==> config.mk <==
export PLATFORM = sky130hd
export DESIGN_NAME = fp_acc
export DESIGN_NICKNAME = d
export VERILOG_FILES = /design/src/rtl/fp_pkg.sv /design/src/rtl/fp_acc_fifo.sv /design/src/rtl/fp_acc.sv
export SDC_FILE = /design/constraint.sdc
export NUM_CORES = 1
export LEC_CHECK = 0
export CORE_MARGIN = 5
export CORE_UTILIZATION = 50
export DETAILED_ROUTE_END_ITERATION = 12
export PLACE_DENSITY = 0.75
export SETUP_SLACK_MARGIN = 0.4
export SLEW_MARGIN = 30
export SYNTH_ARGS = -nofsm -noshare
export SYNTH_HDL_FRONTEND = slang
export SYNTH_SLANG_ARGS = --single-unit
==> constraint.sdc <==
create_clock -name clk -period 6.27 [get_ports clk]
set_input_delay 0.627 -clock clk [delete_from_list [all_inputs] [get_ports clk]]
set_output_delay 0.627 -clock clk [all_outputs]
set_load 0.01 [all_outputs]
==> src/rtl/fp_pkg.sv <==
// Shared FP32 definitions for the convolution MAC path (fp_mul, fp_acc).
// Fields, significand width with guard bits, accumulator FSM states.
package fp_pkg;

    localparam int EXP_WIDTH = 8;
    localparam int MAN_WIDTH = 23;
    localparam int BIAS      = 127;
    localparam int SIG_WIDTH = 27;

    typedef enum logic [1:0] {
        ST_IDLE  = 2'd0,
        ST_ALIGN = 2'd1,
        ST_ADD   = 2'd2,
        ST_NORM  = 2'd3
    } acc_state_t;

    typedef struct packed {
        logic                 sign;
        logic [EXP_WIDTH-1:0] exp;
        logic [MAN_WIDTH-1:0] man;
    } fp32_t;

    // Leading-zero count of a 27-bit significand; 27 when the value is zero.
    function automatic logic [4:0] lzc27(input logic [SIG_WIDTH-1:0] v);
        lzc27 = 5'd27;
        for (int i = 0; i < SIG_WIDTH; i++) begin
            if (v[i]) lzc27 = 5'(SIG_WIDTH - 1 - i);
        end
    endfunction

endpackage

==> src/rtl/fp_acc_fifo.sv <==
// Input term buffer: synchronous FIFO, head visible combinationally from the array.
// A push while full is accepted only when a pop happens in the same cycle.
module fp_acc_fifo #(
    parameter int WIDTH = 32,
    parameter int DEPTH = 8
) (
    input  logic             clk,
    input  logic             reset,
    input  logic             push,
    input  logic             pop,
    input  logic [WIDTH-1:0] push_data,
    output logic [WIDTH-1:0] head,
    output logic             full,
    output logic             empty
);

    localparam int AW = $clog2(DEPTH);

    logic [WIDTH-1:0] mem [DEPTH];
    logic [AW-1:0]    wr_ptr_reg;
    logic [AW-1:0]    rd_ptr_reg;
    logic [AW:0]      count_reg;
    logic             do_push;
    logic             do_pop;

    assign full    = (count_reg == (AW+1)'(DEPTH));
    assign empty   = (count_reg == '0);
    assign do_pop  = pop && !empty;
    assign do_push = push && (!full || do_pop);
    assign head    = mem[rd_ptr_reg];

    always_ff @(posedge clk) begin
        if (do_push) mem[wr_ptr_reg] <= push_data;
    end

    always_ff @(posedge clk or posedge reset) begin
        if (reset) begin
            wr_ptr_reg <= '0;
            rd_ptr_reg <= '0;
            count_reg  <= '0;
        end else begin
            if (do_push) wr_ptr_reg <= wr_ptr_reg + 1'b1;
            if (do_pop)  rd_ptr_reg <= rd_ptr_reg + 1'b1;
            case ({do_push, do_pop})
                2'b10:   count_reg <= count_reg + 1'b1;
                2'b01:   count_reg <= count_reg - 1'b1;
                default: count_reg <= count_reg;
            endcase
        end
    end

endmodule

==> src/rtl/fp_acc.sv <==
// Streaming FP32 accumulator: buffered terms are summed by a 3-cycle
// ALIGN/ADD/NORM datapath; every NUM_TERMS terms the sum is emitted and cleared.
module fp_acc
    import fp_pkg::*;
#(
    parameter int DATA_WIDTH = 32,
    parameter int NUM_TERMS  = 9,
    parameter int FIFO_DEPTH = 8
) (
    input  logic                  clk,
    input  logic                  reset,
    input  logic                  valid_in,
    input  logic [DATA_WIDTH-1:0] in_data,
    output logic [DATA_WIDTH-1:0] out,
    output logic                  valid_out,
    output logic                  overflow
);

    localparam logic [15:0] LAST_TERM = 16'(NUM_TERMS - 1);

    acc_state_t            state_reg, state_next;
    logic                  pop;
    logic                  fifo_full, fifo_empty;
    logic [DATA_WIDTH-1:0] fifo_head;

    logic [DATA_WIDTH-1:0] acc_reg, b_reg, out_reg;
    logic                  valid_out_reg, overflow_reg;
    logic [15:0]           count_reg;
    logic [SIG_WIDTH-1:0]  x_sig_reg, y_sig_reg;
    logic [EXP_WIDTH-1:0]  x_exp_reg;
    logic                  x_sign_reg, sub_reg;
    logic [SIG_WIDTH:0]    sum_reg;

    fp_acc_fifo #(.WIDTH(DATA_WIDTH), .DEPTH(FIFO_DEPTH)) u_fifo (
        .clk       (clk),
        .reset     (reset),
        .push      (valid_in),
        .pop       (pop),
        .push_data (in_data),
        .head      (fifo_head),
        .full      (fifo_full),
        .empty     (fifo_empty)
    );

    always_comb begin
        state_next = state_reg;
        pop        = 1'b0;
        case (state_reg)
            ST_IDLE: begin
                if (!fifo_empty) begin
                    pop        = 1'b1;
                    state_next = ST_ALIGN;
                end
            end
            ST_ALIGN: state_next = ST_ADD;
            ST_ADD:   state_next = ST_NORM;
            ST_NORM: begin
                if (!fifo_empty) begin
                    pop        = 1'b1;
                    state_next = ST_ALIGN;
                end else begin
                    state_next = ST_IDLE;
                end
            end
            default: state_next = ST_IDLE;
        endcase
    end

    // Alignment: X is the larger magnitude by {exp,man}; Y is shifted down to X's exponent.
    fp32_t                acc_f, b_f, x_f, y_f;
    logic [SIG_WIDTH-1:0] x_sig, y_sig, y_aligned;
    logic [EXP_WIDTH-1:0] exp_diff;

    always_comb begin
        acc_f = fp32_t'(acc_reg);
        b_f   = fp32_t'(b_reg);
        if (acc_reg[30:0] >= b_reg[30:0]) begin
            x_f = acc_f;
            y_f = b_f;
        end else begin
            x_f = b_f;
            y_f = acc_f;
        end
        x_sig     = (x_f.exp == '0) ? '0 : {1'b1, x_f.man, 3'b000};
        y_sig     = (y_f.exp == '0) ? '0 : {1'b1, y_f.man, 3'b000};
        exp_diff  = x_f.exp - y_f.exp;
        y_aligned = (exp_diff >= 8'd27) ? '0 : (y_sig >> exp_diff);
    end

    // Normalisation: carry shifts right once, otherwise shift out leading zeros.
    logic [4:0]           lz;
    logic signed [9:0]    norm_exp;
    logic [MAN_WIDTH-1:0] norm_man;
    logic [SIG_WIDTH-1:0] norm_shifted;
    logic [31:0]          norm_result;

    always_comb begin
        lz           = lzc27(sum_reg[SIG_WIDTH-1:0]);
        norm_shifted = sum_reg[SIG_WIDTH-1:0] << lz;
        if (sum_reg[SIG_WIDTH]) begin
            norm_man = sum_reg[26:4];
            norm_exp = $signed({2'b00, x_exp_reg}) + 10'sd1;
        end else begin
            norm_man = 23'(norm_shifted >> 3);
            norm_exp = $signed({2'b00, x_exp_reg}) - $signed({5'b00000, lz});
        end
        if (sum_reg == '0 || norm_exp <= 10'sd0)
            norm_result = '0;
        else if (norm_exp >= 10'sd255)
            norm_result = {x_sign_reg, 8'hFE, 23'h7FFFFF};
        else
            norm_result = {x_sign_reg, norm_exp[7:0], norm_man};
    end

    always_ff @(posedge clk or posedge reset) begin
        if (reset) begin
            state_reg     <= ST_IDLE;
            acc_reg       <= '0;
            b_reg         <= '0;
            out_reg       <= '0;
            valid_out_reg <= 1'b0;
            overflow_reg  <= 1'b0;
            count_reg     <= '0;
            x_sig_reg     <= '0;
            y_sig_reg     <= '0;
            x_exp_reg     <= '0;
            x_sign_reg    <= 1'b0;
            sub_reg       <= 1'b0;
            sum_reg       <= '0;
        end else begin
            state_reg     <= state_next;
            valid_out_reg <= 1'b0;
            if (valid_in && fifo_full && !pop) overflow_reg <= 1'b1;
            if (pop) b_reg <= fifo_head;
            case (state_reg)
                ST_ALIGN: begin
                    x_sig_reg  <= x_sig;
                    y_sig_reg  <= y_aligned;
                    x_exp_reg  <= x_f.exp;
                    x_sign_reg <= x_f.sign;
                    sub_reg    <= x_f.sign ^ y_f.sign;
                end
                ST_ADD: begin
                    sum_reg <= sub_reg ? ({1'b0, x_sig_reg} - {1'b0, y_sig_reg})
                                       : ({1'b0, x_sig_reg} + {1'b0, y_sig_reg});
                end
                ST_NORM: begin
                    if (count_reg == LAST_TERM) begin
                        out_reg       <= norm_result;
                        valid_out_reg <= 1'b1;
                        acc_reg       <= '0;
                        count_reg     <= '0;
                    end else begin
                        acc_reg   <= norm_result;
                        count_reg <= count_reg + 1'b1;
                    end
                end
                default: ;
            endcase
        end
    end

    assign out       = out_reg;
    assign valid_out = valid_out_reg;
    assign overflow  = overflow_reg;

endmodule

Word-level counts from Yosys, hierarchy flattened
Memories as Yosys holds them, arrays and structs flattened. A register that Yosys moved wholly into a read port is not among the register bits.
Index checks and enable logic that the tools add are counted.
{"block": "word_totals", "out_inout_bits": 34, "register_bits": 186, "inputBits": 35, "latchBits": 0, "mem_count": 1, "wordCells": 107, "ramBits": 256, "mem_bits_ro": 0}
{"block": "classes", "n_shift": 2, "n_mul": 0, "n_eq_ne": 8, "n_reduce_logical": 17, "div_mod_pow": 0, "n_addsub": 10, "order_cmp": 4, "bitwise_logic": 1, "muxes": 49}
{"name": "u_fifo.mem", "words": 8, "width": 32, "rd": 1, "rd_clocked_by_memory_dff": 1, "wr": 1, "line": "fp_acc_fifo.sv:19", "text": "logic [WIDTH-1:0] mem [DEPTH];"}
{"operator": "$mux 5", "n": 26}
{"operator": "$mux 32", "n": 4}
{"operator": "$mux 27", "n": 3}
{"operator": "$ge 31x31->1", "n": 1}
{"operator": "$mux 31", "n": 1}
{"operator": "$add 27x27->28", "n": 1}
{"operator": "$logic_not 28->1", "n": 1}
{"operator": "$mux 28", "n": 1}
{"operator": "$sub 27x27->28", "n": 1}
{"operator": "$shl 27x5->26", "n": 1}
{"operator": "$shr 27x8->27", "n": 1}
{"operator": "$mux 23", "n": 1}
{"operator": "$add 16x1->16 const B", "n": 1}
{"operator": "$eq 16x4->1 const B", "n": 1}
{"operator": "$logic_not 8->1", "n": 2}
{"operator": "$mux 16", "n": 1}
{"operator": "$ge 10x9->1 const B", "n": 1}
{"operator": "$le 10x1->1 const B", "n": 1}
{"operator": "$mux 10", "n": 1}
{"operator": "$add 8x1->9 const B", "n": 1}
{"operator": "$sub 8x5->9", "n": 1}
{"operator": "$ge 8x5->1 const B", "n": 1}
{"operator": "$mux 1", "n": 8}
{"operator": "$pmux 2 s4", "n": 1}
{"operator": "19 further kinds", "n": 29}

Depth between registers and ports, before layout
Gate-level depths: netlist (run 1).
{"block": "logic_depth", "ltp_word": 33, "depth_mapped": 25, "ltp_nobuf": 23}

Cells and area by module
A second synthesis (run 1) with hierarchy kept.
{"block": "unflattened", "cells_unflattened": 2157, "area_unflattened_um2": 25524.5}
{"mod": "fp_acc", "cells_per_inst": 1715, "area_each_um2": 15123.3, "seq_area_each_um2": 5129.9, "instances": 1}
{"mod": "fp_acc_fifo", "cells_per_inst": 442, "area_each_um2": 10401.2, "seq_area_each_um2": 7937.6, "instances": 1}

Worst setup path before layout (run 1)
OpenSTA, ideal clock, no wires.
{"block": "synth_path", "kind": "register to register", "from": "register sum_reg[3]", "to": "register acc_reg[12], in the netlist acc_f[12]", "period_less_slack_ns": 4.992, "setup_ns": 0.132, "n_path_buf": 4, "arrival_time_ns": 4.860, "t_required_ns": 6.138, "setup_slack_ns": 1.278, "stages_incl_launch_ff": 24, "path_cell_list": "dfrtp_1 -> o31ai_1 -> a211oi_1 -> o31ai_1 -> a21boi_0 -> o31ai_1 -> a21boi_1 -> inv_1 -> clkbuf_1 -> buf_2 -> ha_1 -> nor2b_1 -> o21ai_0 -> nand2b_1 -> a21o_1 -> a211o_1 -> or3_1 -> o21ai_0 -> xor2_1 -> o41a_1 -> nand2b_1 -> clkbuf_1 -> clkbuf_1 -> o2bb2ai_1"}
{"block": "synth_via", "elab_chain_cells": 30, "elab_cells_between_ends": 35, "cone_classes": "add/sub (1); order compare (2); shift (1); mux (29); reduce/logical (2)"}
{"item": "start, declared", "line": "fp_acc.sv:32", "text": "logic [SIG_WIDTH:0] sum_reg;"}
{"item": "start signal, assigned", "line": "fp_acc.sv:144", "text": "sum_reg <= sub_reg ? ({1'b0, x_sig_reg} - {1'b0, y_sig_reg})"}
{"item": "$mux 5 (24 in a row)", "line": "fp_pkg.sv:27", "text": "if (v[i]) lzc27 = 5'(SIG_WIDTH - 1 - i);"}
{"item": "$sub 8x5->9", "line": "fp_acc.sv:105", "text": "norm_exp = $signed({2'b00, x_exp_reg}) - $signed({5'b00000, lz});"}
{"item": "$mux 10", "line": "fp_acc.sv:100", "text": "if (sum_reg[SIG_WIDTH]) begin"}
{"item": "$ge 10x9->1 or $le 10x1->1 (tied branches)", "line": "fp_acc.sv:109, fp_acc.sv:107"}
{"item": "$mux 31 or $logic_or 1x1->1 (tied branches)", "line": "fp_acc.sv:109, fp_acc.sv:107"}
{"item": "$mux 32 *", "line": "fp_acc.sv:107", "text": "if (sum_reg == '0 || norm_exp <= 10'sd0)"}
{"item": "$mux 32 *", "line": "fp_acc.sv:148", "text": "if (count_reg == LAST_TERM) begin"}
{"item": "end signal, assigned", "line": "fp_acc.sv:154", "text": "acc_reg <= norm_result;"}
{"item": "end, declared", "line": "fp_acc.sv:26", "text": "logic [DATA_WIDTH-1:0] acc_reg, b_reg, out_reg;"}
Mark *: on every way between the ends. The rest lies on a longest branch, timed or not.
A chain may end at the register's enable or synchronous reset.

Worst setup path in the final report (run 1)
{"block": "layout_path", "from": "register b_reg[26], in the netlist b_f[26], read port of u_fifo.mem", "to": "register y_sig_reg[1]"}
{"block": "layout_via", "elab_chain_cells": 6, "elab_cells_between_ends": 9, "cone_classes": "add/sub (1); order compare (2); shift (1); mux (4); reduce/logical (1)"}
{"item": "start, declared", "line": "fp_acc.sv:26"}
{"item": "branches (longest 5 deep; another with $ge 31x31->1)"}
{"item": "$mux 27 *", "line": "fp_acc.sv:87", "text": "y_aligned = (exp_diff >= 8'd27) ? '0 : (y_sig >> exp_diff);"}
{"item": "end signal, assigned", "line": "fp_acc.sv:138", "text": "y_sig_reg <= y_aligned;"}
{"item": "end, declared", "line": "fp_acc.sv:29", "text": "logic [SIG_WIDTH-1:0] x_sig_reg, y_sig_reg;"}
Mark *: on every way between the ends.

==> metrics, run 1 <==
status completed; final antenna-violating net count 0; Vias approximately 18000; final WL between 60000 and 70000 µm; Die X ~230 µm; post-synth top area cell edfxtp_1; # hold bufs at CTS 0; clock sink count between 400 and 500; Post-DP HPWL roughly 46000 µm; crit path time final between 5000 and 6000 ps; ratio of final minimum period to clock period 0.862; post-CTS sizing 0; DRC 0; critical path type reg -> reg; startpoint types flop; Pins Over Slew Limit 0; Fillers about 4100; GP Congestion around 1.0; crit-path max cell delay roughly 820 ps; hold crit path type in -> async; Most flops, register u_fifo.mem; Starting DRT DRC Count roughly 1900; Largest register FFs roughly 260; worst-margin pin slew 1000 ps; Multi-input gate area about 11000 µm²; share of layout cells above drive strength 1 0.116; post-synth top area share 0.312; sequential area share after synthesis 0.530; Area Growth Syn to Fin 12.4%; Unique masters post-synth roughly 90; setup repair after global routing missed its margin false; total CTS buffers 48; ys async rst share 0.456; DR pass1 iterations 6; CP max stage cell nor2_4; TritonCTS clock tree built; # diodes 0; Clock Skew a little under 40 ps; post-route cell area 27700 µm²; Reg area between 10000 and 15000 µm²; Max-cap violations 0; first-pass GRT wire length between 100000 and 150000 µm; H-Tree Depth 2; Cell Rows 81; DP Area roughly 26000 µm²; largest net degree at the start of global routing between 100 and 150; antenna violations before repair 0; arrival time at the worst endpoint between 5000 and 6000 ps; fmax roughly 0.18 GHz; Cells after Synth 2114; CP endpoint kind flop; Setup Buffers After CTS 0; number of synthesized register bits 471; vias per inst ~6.2; Critical Path, Cell by Cell inv_1 > ha_1 > a21oi_1 > o21ai_0 > a221o_1 > nor2_4 > a21oi_1 > ha_1 > a31oi_1 > nand3_1 > xnor2_2 > buf_4 > mux2i_1 > mux2i_1 > a41oi_1 > o21ai_1 > a211o_1; Nets between 2000 and 2500; Mapped Area between 20000 and 25000 µm²; Synth Net Count approximately 2200; # setup viols final 0; Post-Syn Area per Cell between 10 and 15 µm²; setup TNS 0 ps; starting density of the core 0.505; Clk Latency, worst-skew pair approximately 600 ps; top post-synthesis cells by area edfxtp_1 (31%), dfrtp_1 (22%), mux4_2 (6.7%), mux2i_1 (4.5%), ha_1 (3.9%); Root Buffer clkbuf_16; synth warn 0; dpl cells around 2800; gr usage total 0.244; DR WL/cell ~23 µm; core area 48800 µm²; Hold Vio Cnt, Final 0; Port Buffer Count 68; Slew HR 0.325; gr ovfl total 0; Crit path required time approximately 6800 ps; Die Footprint roughly 54000 µm²; Die Y 232 µm; CP max FO 40; vias in the first global route ~18000; number of I/O pins 69; Most used DFF post-synth edfxtp_1; Max Root-Sink Buffers 3; Post-synth EDFFs around 260; Clock transition at path regs 60 ps; Final Non-Filler Cells ~2900
-- layer usage --
| layer | GRT usage | vias up | wire, µm |
|---|---|---|---|
| li1 | - | 8108 | - |
| met1 | 0.336 | 8822 | 27900 |
| met2 | 0.388 | 729 | 30700 |
| met3 | 0.0441 | 177 | 4470 |
| met4 | 0.0971 | 0 | 2920 |
| met5 | 0 | - | 0 |
-- metrics by stage --
| step | hold slack, ps | util | setup slack, ps |
|---|---|---|---|
| 2_1_floorplan | 443 | - | 1280 |
| 3_3_place_gp | 455 | 0.535 | 471 |
| 3_5_place_dp | 470 | 0.535 | 994 |
| 4_1_cts | 331 | 0.567 | 983 |
| 5_1_grt | 359 | 0.568 | 550 |
| 6_report | 350 | 0.568 | 865 |
-- cells by family (layout without fill, tap and decap cells) --
family / Yosys count / in the layout / synth area share
AOI/OAI and AO/OA: 544 / 544 / 0.145
and+or+nand+nor: 532 / 532 / 0.102
DFF: 471 / 471 / 0.530
muxes: 209 / 209 / 0.123
buffers and inverters: 199 / 282 / 0.0314
xor gates and xnor gates: 81 / 81 / 0.0288
adders and majority gates: 78 / 78 / 0.0402
-- placed cells by master (no fill, tap or decap), types with 48 or more instances in the layout --
cell             count
a21oi_1            187
clkbuf_16           48
clkdlybuf4s50_1     68
dfrtp_1            212
edfxtp_1           256
ha_1                76
inv_1               81
mux2i_1            112
mux4_2              73
nand2_1            129
nor2_1             183
o21ai_0             87
o2bb2ai_1           56
xnor2_1             64
-- worst max-delay path: cells and delay by family, from the launching register on --
family | cells | cell delay, ps
xor gates and xnor gates | 1 | 520
adders and majority gates | 2 | 630
muxes | 2 | 400
AOI/OAI and AO/OA | 8 | 1920
DFF | 1 | 410
and+or+nand+nor | 2 | 1000
buffers and inverters | 2 | 400
-- Yosys cell counts, drive strengths merged (11+ instances only) --
cell	count
and3	14
xor2	16
a22o	14
and2	21
a31oi	25
a21oi	189
nor2	192
nand2	130
mux2	24
o2bb2ai	56
edfxtp	256
clkbuf	85
o21ai	89
mux2i	112
nor3	31
dfrtp	215
mux4	73
a21o	16
nand3	45
o22ai	13
nand4	18
nand2b	18
xnor2	65
ha	76
a211oi	21
nor4	30
o211ai	11
o31ai	14
buf	27
inv	85
-- cell type report --
type / instances / share of cell area
sequential: 471 / 0.472
multi-input combinational: 1444 / 0.394
clock buffer: 60 / 0.0468
timing repair buffer: 109 / 0.0361
tap: 664 / 0.0300
inverter: 87 / 0.0119
clock inverter: 26 / 0.00979
-- worst paths after layout --
kind	startpoint	endpoint	slack [ps]	depth (start not counted)
worst max-delay path	b_f[26]$_DFFE_PP0P_	y_sig_reg[1]$_DFFE_PP0N_	860	17
worst max register to register	b_f[26]$_DFFE_PP0P_	y_sig_reg[1]$_DFFE_PP0N_	860	17
min in group clk	count_reg[15]$_DFFE_PP0N_	count_reg[15]$_DFFE_PP0N_	480	1
max in group asynchronous	reset	u_fifo.rd_ptr_reg[0]$_DFFE_PP0P_	4700	3
worst min register to register	count_reg[15]$_DFFE_PP0N_	count_reg[15]$_DFFE_PP0N_	480	1
worst min-delay path	reset	count_reg[12]$_DFFE_PP0N_	350	2
Power of run 1 is not shown: default switching activity piles up to over one toggle a cycle in this logic, so the estimate is an artifact.
==> run 2, diff against run 1 <==
--- a/config.mk
+++ b/config.mk
@@ -9,6 +9,7 @@
 export CORE_UTILIZATION = 50
 export DETAILED_ROUTE_END_ITERATION = 12
 export PLACE_DENSITY = 0.75
+export RECOVER_POWER = 50
 export SETUP_SLACK_MARGIN = 0.4
 export SLEW_MARGIN = 30
 export SYNTH_ARGS = -nofsm -noshare
==> constraint.sdc (replaced) <==
create_clock -name clk -period 6.27 [get_ports clk]
set_input_delay 0.627 -clock clk [delete_from_list [all_inputs] [get_ports clk]]
set_output_delay 0.627 -clock clk [all_outputs]
set_load 0.1 [all_outputs]
==> run 2 against run 1 <==
  * The flow now finishes with violations (capacitance limit, slew limit)
  * Maximum frequency is 0.59% higher
  * Count of clock-buffer cells in the layout stayed put
  * Flip-flop and latch count stayed put
  * Wire length hardly changed
  * Die area stayed put
  * Worst setup slack better by 32 ps
  * First-iteration DRC count is 0.21% lower
  * Hold slack better by 130 ps
  * Clock skew hardly changed
  * Highest routed layer is now met5
==> metrics, run 2 (same netlist as run 1, synthesis figures left out) <==
total CTS buffers 48 (unchanged); gr ovfl total 0 (unchanged); Starting DRT DRC Count 1931 (-0.21%); status finished with violations; Die Y 232 µm (unchanged); # setup viols final 0 (unchanged); Die X 232 µm (unchanged); worst-margin pin slew 3560 ps (+2560 ps); starting density of the core 0.505 (unchanged); number of I/O pins 69 (unchanged); reg2reg start b_f[26]$_DFFE_PP0P_; antenna violations before repair 2 (+2); Clk Latency, worst-skew pair 600 ps (about the same); Vias 17874 (+0.21%); hold wc startpoint count_reg[15]$_DFFE_PP0N_; largest net degree at the start of global routing 142 (unchanged); Crit path required time 6730 ps (-30 ps); GP Congestion 1.04 (unchanged); TritonCTS clock tree built; arrival time at the worst endpoint 5830 ps (-60 ps); CP max FO 40 (unchanged); Most flops, register u_fifo.mem; CP max stage cell nor2_4; core area 48800 µm² (unchanged); Critical path origin b_f[26]$_DFFE_PP0P_; vias in the first global route 17838 (unchanged); Cell Rows 81 (unchanged); Area Growth Syn to Fin 12.3%; Slew HR -1.37 (-1.70); CP endpoint kind flop; # hold bufs at CTS 0 (unchanged); Hold Vio Cnt, Final 0 (unchanged); vias per inst 6.25 (+0.18%); final antenna-violating net count 0 (unchanged); gr usage total 0.244 (unchanged); first-pass GRT wire length 104000 µm (unchanged); commonest non-fill, non-tap cell in the layout edfxtp_1; startpoint types flop; Port Buffer Count 68 (unchanged); Clock transition at path regs 60 ps (about the same); Critical Path, Cell by Cell inv_1 > ha_1 > a21oi_1 > o21ai_0 > a221o_1 > nor2_4 > a21oi_1 > ha_1 > a31oi_1 > nand3_1 > xnor2_2 > buf_4 > and3_1 > o21ai_0 > o22ai_1 > a211o_1; share of layout cells above drive strength 1 0.114 (-0.00182); clock sink count 471 (unchanged); Pins Over Slew Limit 347 (+347); final WL 66000 µm (about the same); Largest register FFs 256 (unchanged); DR WL/cell 23.1 µm (about the same); H-Tree Depth 2 (unchanged); Root Buffer clkbuf_16; fmax 0.186 GHz (+0.59%); crit path time final 5370 ps (-31.8 ps); post-CTS sizing 0 (unchanged); CP delay by family, top compound AO/OA/AOI/OAI gates; Max-cap violations 5 (+5); Crit path buffers/inverters 2 (unchanged); Max Root-Sink Buffers 3 (unchanged); Nets 2274 (unchanged); failing checks capacitance limit, slew limit; Clock Skew 38.9 ps (-0.00400 ps); Setup Buffers After CTS 0 (unchanged); hold crit path type reg -> reg; most frequent cells in the layout edfxtp_1 (256), dfrtp_1 (212), a21oi_1 (187); crit-path max cell delay 810 ps (about the same); critical path type reg -> reg; setup TNS 0 ps (unchanged); Post-DP HPWL 45900 µm (unchanged); Die Footprint 53900 µm² (unchanged); Fillers 4080 (+0.12%); DRC 0 (unchanged); ratio of final minimum period to clock period 0.857 (-0.00507); setup repair after global routing missed its margin false; DR pass1 iterations 6 (unchanged)
[run 2: routing by layer]
metal  routed length, µm  GRT usage  vias up
met4                2880     0.0971        2
li1                    -          -     8112
met2               30800      0.388      772
met5                  11          0        -
met1               27800      0.336     8815
met3                4520     0.0441      173
[run 2: worst paths after layout]
check,slack (ps),to,cells after the start
worst max-delay path,900,y_sig_reg[5]$_DFFE_PP0N_,16
worst min-delay path,480,count_reg[15]$_DFFE_PP0N_,1
worst max register to register,900,y_sig_reg[5]$_DFFE_PP0N_,16
worst min register to register,480,count_reg[15]$_DFFE_PP0N_,1
max in group asynchronous,1600,u_fifo.rd_ptr_reg[0]$_DFFE_PP0P_,3
min in group asynchronous,520,count_reg[15]$_DFFE_PP0N_,2
[run 2: through the flow]
stage	utilization	hold slack, ps	instances	setup slack [ps]	cell area [µm²]
final	0.567	477	2862	896	27700
after global placement	0.535	455	2775	471	26100
after detailed placement	0.535	470	2775	994	26100
after global routing	0.567	503	2862	549	27700
after CTS	0.567	331	2861	983	27700
after floorplan	-	443	2114	1280	24700
[run 2: cell type report]
cell class | instances | area (µm²) | share of cell area
well taps | 664 | 831 | 0.0300
flip-flops and latches | 471 | 13100 | 0.472
diodes | 1 | 2.50 | 0.0000904
clock inverters | 26 | 272 | 0.00980
multi-input cells | 1444 | 10900 | 0.394
clock buffers | 60 | 1300 | 0.0468
repair buffers | 109 | 971 | 0.0351
inverters | 87 | 328 | 0.0118
Power of run 2 is left out for the same reason.
==> run 3, diff against run 2 <==
--- a/config.mk
+++ b/config.mk
@@ -5,10 +5,12 @@
 export SDC_FILE = /design/constraint.sdc
 export NUM_CORES = 1
 export LEC_CHECK = 0
+export CELL_PAD_IN_SITES_DETAIL_PLACEMENT = 1
+export CELL_PAD_IN_SITES_GLOBAL_PLACEMENT = 1
 export CORE_MARGIN = 5
-export CORE_UTILIZATION = 50
+export CORE_UTILIZATION = 46
 export DETAILED_ROUTE_END_ITERATION = 12
-export PLACE_DENSITY = 0.75
+export PLACE_DENSITY = 0.83
 export RECOVER_POWER = 50
 export SETUP_SLACK_MARGIN = 0.4
 export SLEW_MARGIN = 30
==> run 3 against run 2 <==
  * The run still ends with capacitance limit, slew limit left
  * Critical path depth up 2
  * Global-route usage up 1.1 points
  * Cell count up 1.3%
  * Flip-flop and latch count unchanged
  * First-iteration DRC count down 14%
  * Die area up 8.3%
  * Core utilization down 3.8 points
  * Via count up 2.2%
==> metrics, run 3 (same netlist as run 1, synthesis figures left out) <==
Clock transition at path regs 60 ps (about the same); crit path time final 5710 ps (+332 ps); Most flops, register u_fifo.mem; number of I/O pins 69 (unchanged); Crit path required time 6710 ps (-20 ps); Slew HR -1.24 (+0.136); gr ovfl total 0 (unchanged); crit-path max cell delay 630 ps (-180 ps); status finished with violations; worst reg-to-reg path cell count 18 (+2); clock sink count 471 (unchanged); vias per inst 6.30 (+0.86%); DP Area 26200 µm² (+0.24%); DR WL/cell 26.4 µm (+15%); antenna violations before repair 1 (-1); Pins Over Slew Limit 354 (+2.0%); post-route cell area 28000 µm² (+0.97%); first-pass GRT wire length 118000 µm (+14%); Starting DRT DRC Count 1667 (-14%); # hold bufs at CTS 0 (unchanged); Die Y 242 µm (+4.1%); arrival time at the worst endpoint 6150 ps (+320 ps); startpoint types flop; failing checks capacitance limit, slew limit; Area Growth Syn to Fin 13.4%; Worst setup endpoint out[5]$_DFFE_PP0P_; setup repair after global routing missed its margin false; Nets 2283 (+0.40%); Post-DP HPWL 54000 µm (+18%); reg2reg start sum_reg[9]$_DFFE_PP0N_; R2R Path End out[5]$_DFFE_PP0P_; Hold Vio Cnt, Final 0 (unchanged); post-CTS sizing 0 (unchanged); final antenna-violating net count 0 (unchanged); share of layout cells above drive strength 1 0.121 (+0.00651); CP max stage cell nor4_1; Critical path origin sum_reg[9]$_DFFE_PP0N_; Clock Skew 54.2 ps (+15.4 ps); Port Buffer Count 68 (unchanged); final WL 76600 µm (+16%); # setup viols final 0 (unchanged); commonest non-fill, non-tap cell in the layout edfxtp_1; setup TNS 0 ps (unchanged); ratio of final minimum period to clock period 0.910 (+0.0529); r2r setup slk 560 ps (-330 ps); Largest register FFs 256 (unchanged); hold depth 2 (+1); largest net degree at the start of global routing 134 (-5.6%); Die X 242 µm (+4.1%); vias in the first global route 19154 (+7.4%); Critical Path, Cell by Cell nor4_1 > nor2b_1 > o21bai_1 > a21oi_2 > inv_1 > ha_1 > nor2b_1 > o21ai_0 > nand2b_1 > a211o_1 > nor4_1 > nor2_1 > nand4_1 > nor2b_1 > a31o_2 > a221o_1 > a31oi_1 > o21ai_0; Cell Rows 84 (+3.7%); most frequent CP cell nor2b_1; hold crit path type reg -> reg; DRC 0 (unchanged); gr usage total 0.255 (+0.0113); CP max FO 25 (-38%); Root Buffer clkbuf_16; total CTS buffers 50 (+4.2%); Clk Latency, worst-skew pair 630 ps (+30 ps); TritonCTS clock tree built; Max-cap violations 6 (+1); core area 52900 µm² (+8.2%); CP endpoint kind flop; Final Util 0.529 (-0.0380); H-Tree Depth 2 (unchanged); fmax 0.175 GHz (-5.8%); most frequent cells in the layout edfxtp_1 (256), dfrtp_1 (212), a21oi_1 (187); DR pass1 iterations 5 (-1); Vias 18260 (+2.2%); critical path type reg -> reg; GP Congestion 0.948 (-8.5%); Setup Buffers After CTS 0 (unchanged); worst-margin pin slew 3360 ps (-204 ps); starting density of the core 0.466 (-0.0384); Fillers 5457 (+34%); Die Footprint 58300 µm² (+8.3%); # diodes 0 (-1); Max Root-Sink Buffers 3 (unchanged)
==> run 3: changes by cell type in the layout (fill, tap and decap cells not counted), moves of 2 or more <==
cell / previous run / this run
buf_2: 0 / 2
clkbuf_1: 11 / 14
clkinv_1: 8 / 4
buf_4: 36 / 39
clkbuf_16: 48 / 50
clkinvlp_4: 5 / 8
==> run 3: worst min-delay path by stage <==
stage	startpoint	end	slack [ps]
detailed placement	out[27]$_DFFE_PP0P_	out[27]$_DFFE_PP0P_	470
global placement	overflow$_DFFE_PP0P_	overflow$_DFFE_PP0P_	450
CTS	out[27]$_DFFE_PP0P_	out[27]$_DFFE_PP0P_	490
finish	out[12]$_DFFE_PP0P_	out[12]$_DFFE_PP0P_	480
global route	out[12]$_DFFE_PP0P_	out[12]$_DFFE_PP0P_	500
floorplan	count_reg[15]$_DFFE_PP0N_	count_reg[15]$_DFFE_PP0N_	440
==> run 3: critical path: cells and delay by family (launching register included) <==
| kind | cells | cell delay, ps |
|---|---|---|
| compound gates | 8 | 2630 |
| simple gates | 8 | 1840 |
| flops | 1 | 500 |
| fa+ha+maj | 1 | 370 |
| buf+inv | 1 | 210 |
==> run 3: layer usage <==
metal,GRT usage,up-vias,part of all wire
met1,0.343,9365,0.42
met2,0.432,627,0.49
met3,0.0299,162,0.051
li1,-,8106,-
met4,0.0950,0,0.040
met5,0,-,0
==> run 3: cell type report <==
cell class,instances,area [µm²],area share
Tap cell,688,861,0.0308
Clock inverter,28,355,0.0127
Timing Repair Buffer,116,1030,0.0370
Clock buffer,65,1370,0.0489
Multi-Input combinational cell,1444,10900,0.391
Sequential cell,471,13100,0.468
Inverter,87,328,0.0117
==> run 3: through the flow <==
step	hold slack [ps]	instances	worst slack [ps]
6_report	477	2899	565
5_1_grt	499	2899	425
4_1_cts	485	2897	705
3_5_place_dp	472	2804	731
3_3_place_gp	453	2802	-507
2_1_floorplan	443	2114	1280
Power of run 3 is left out for the same reason.
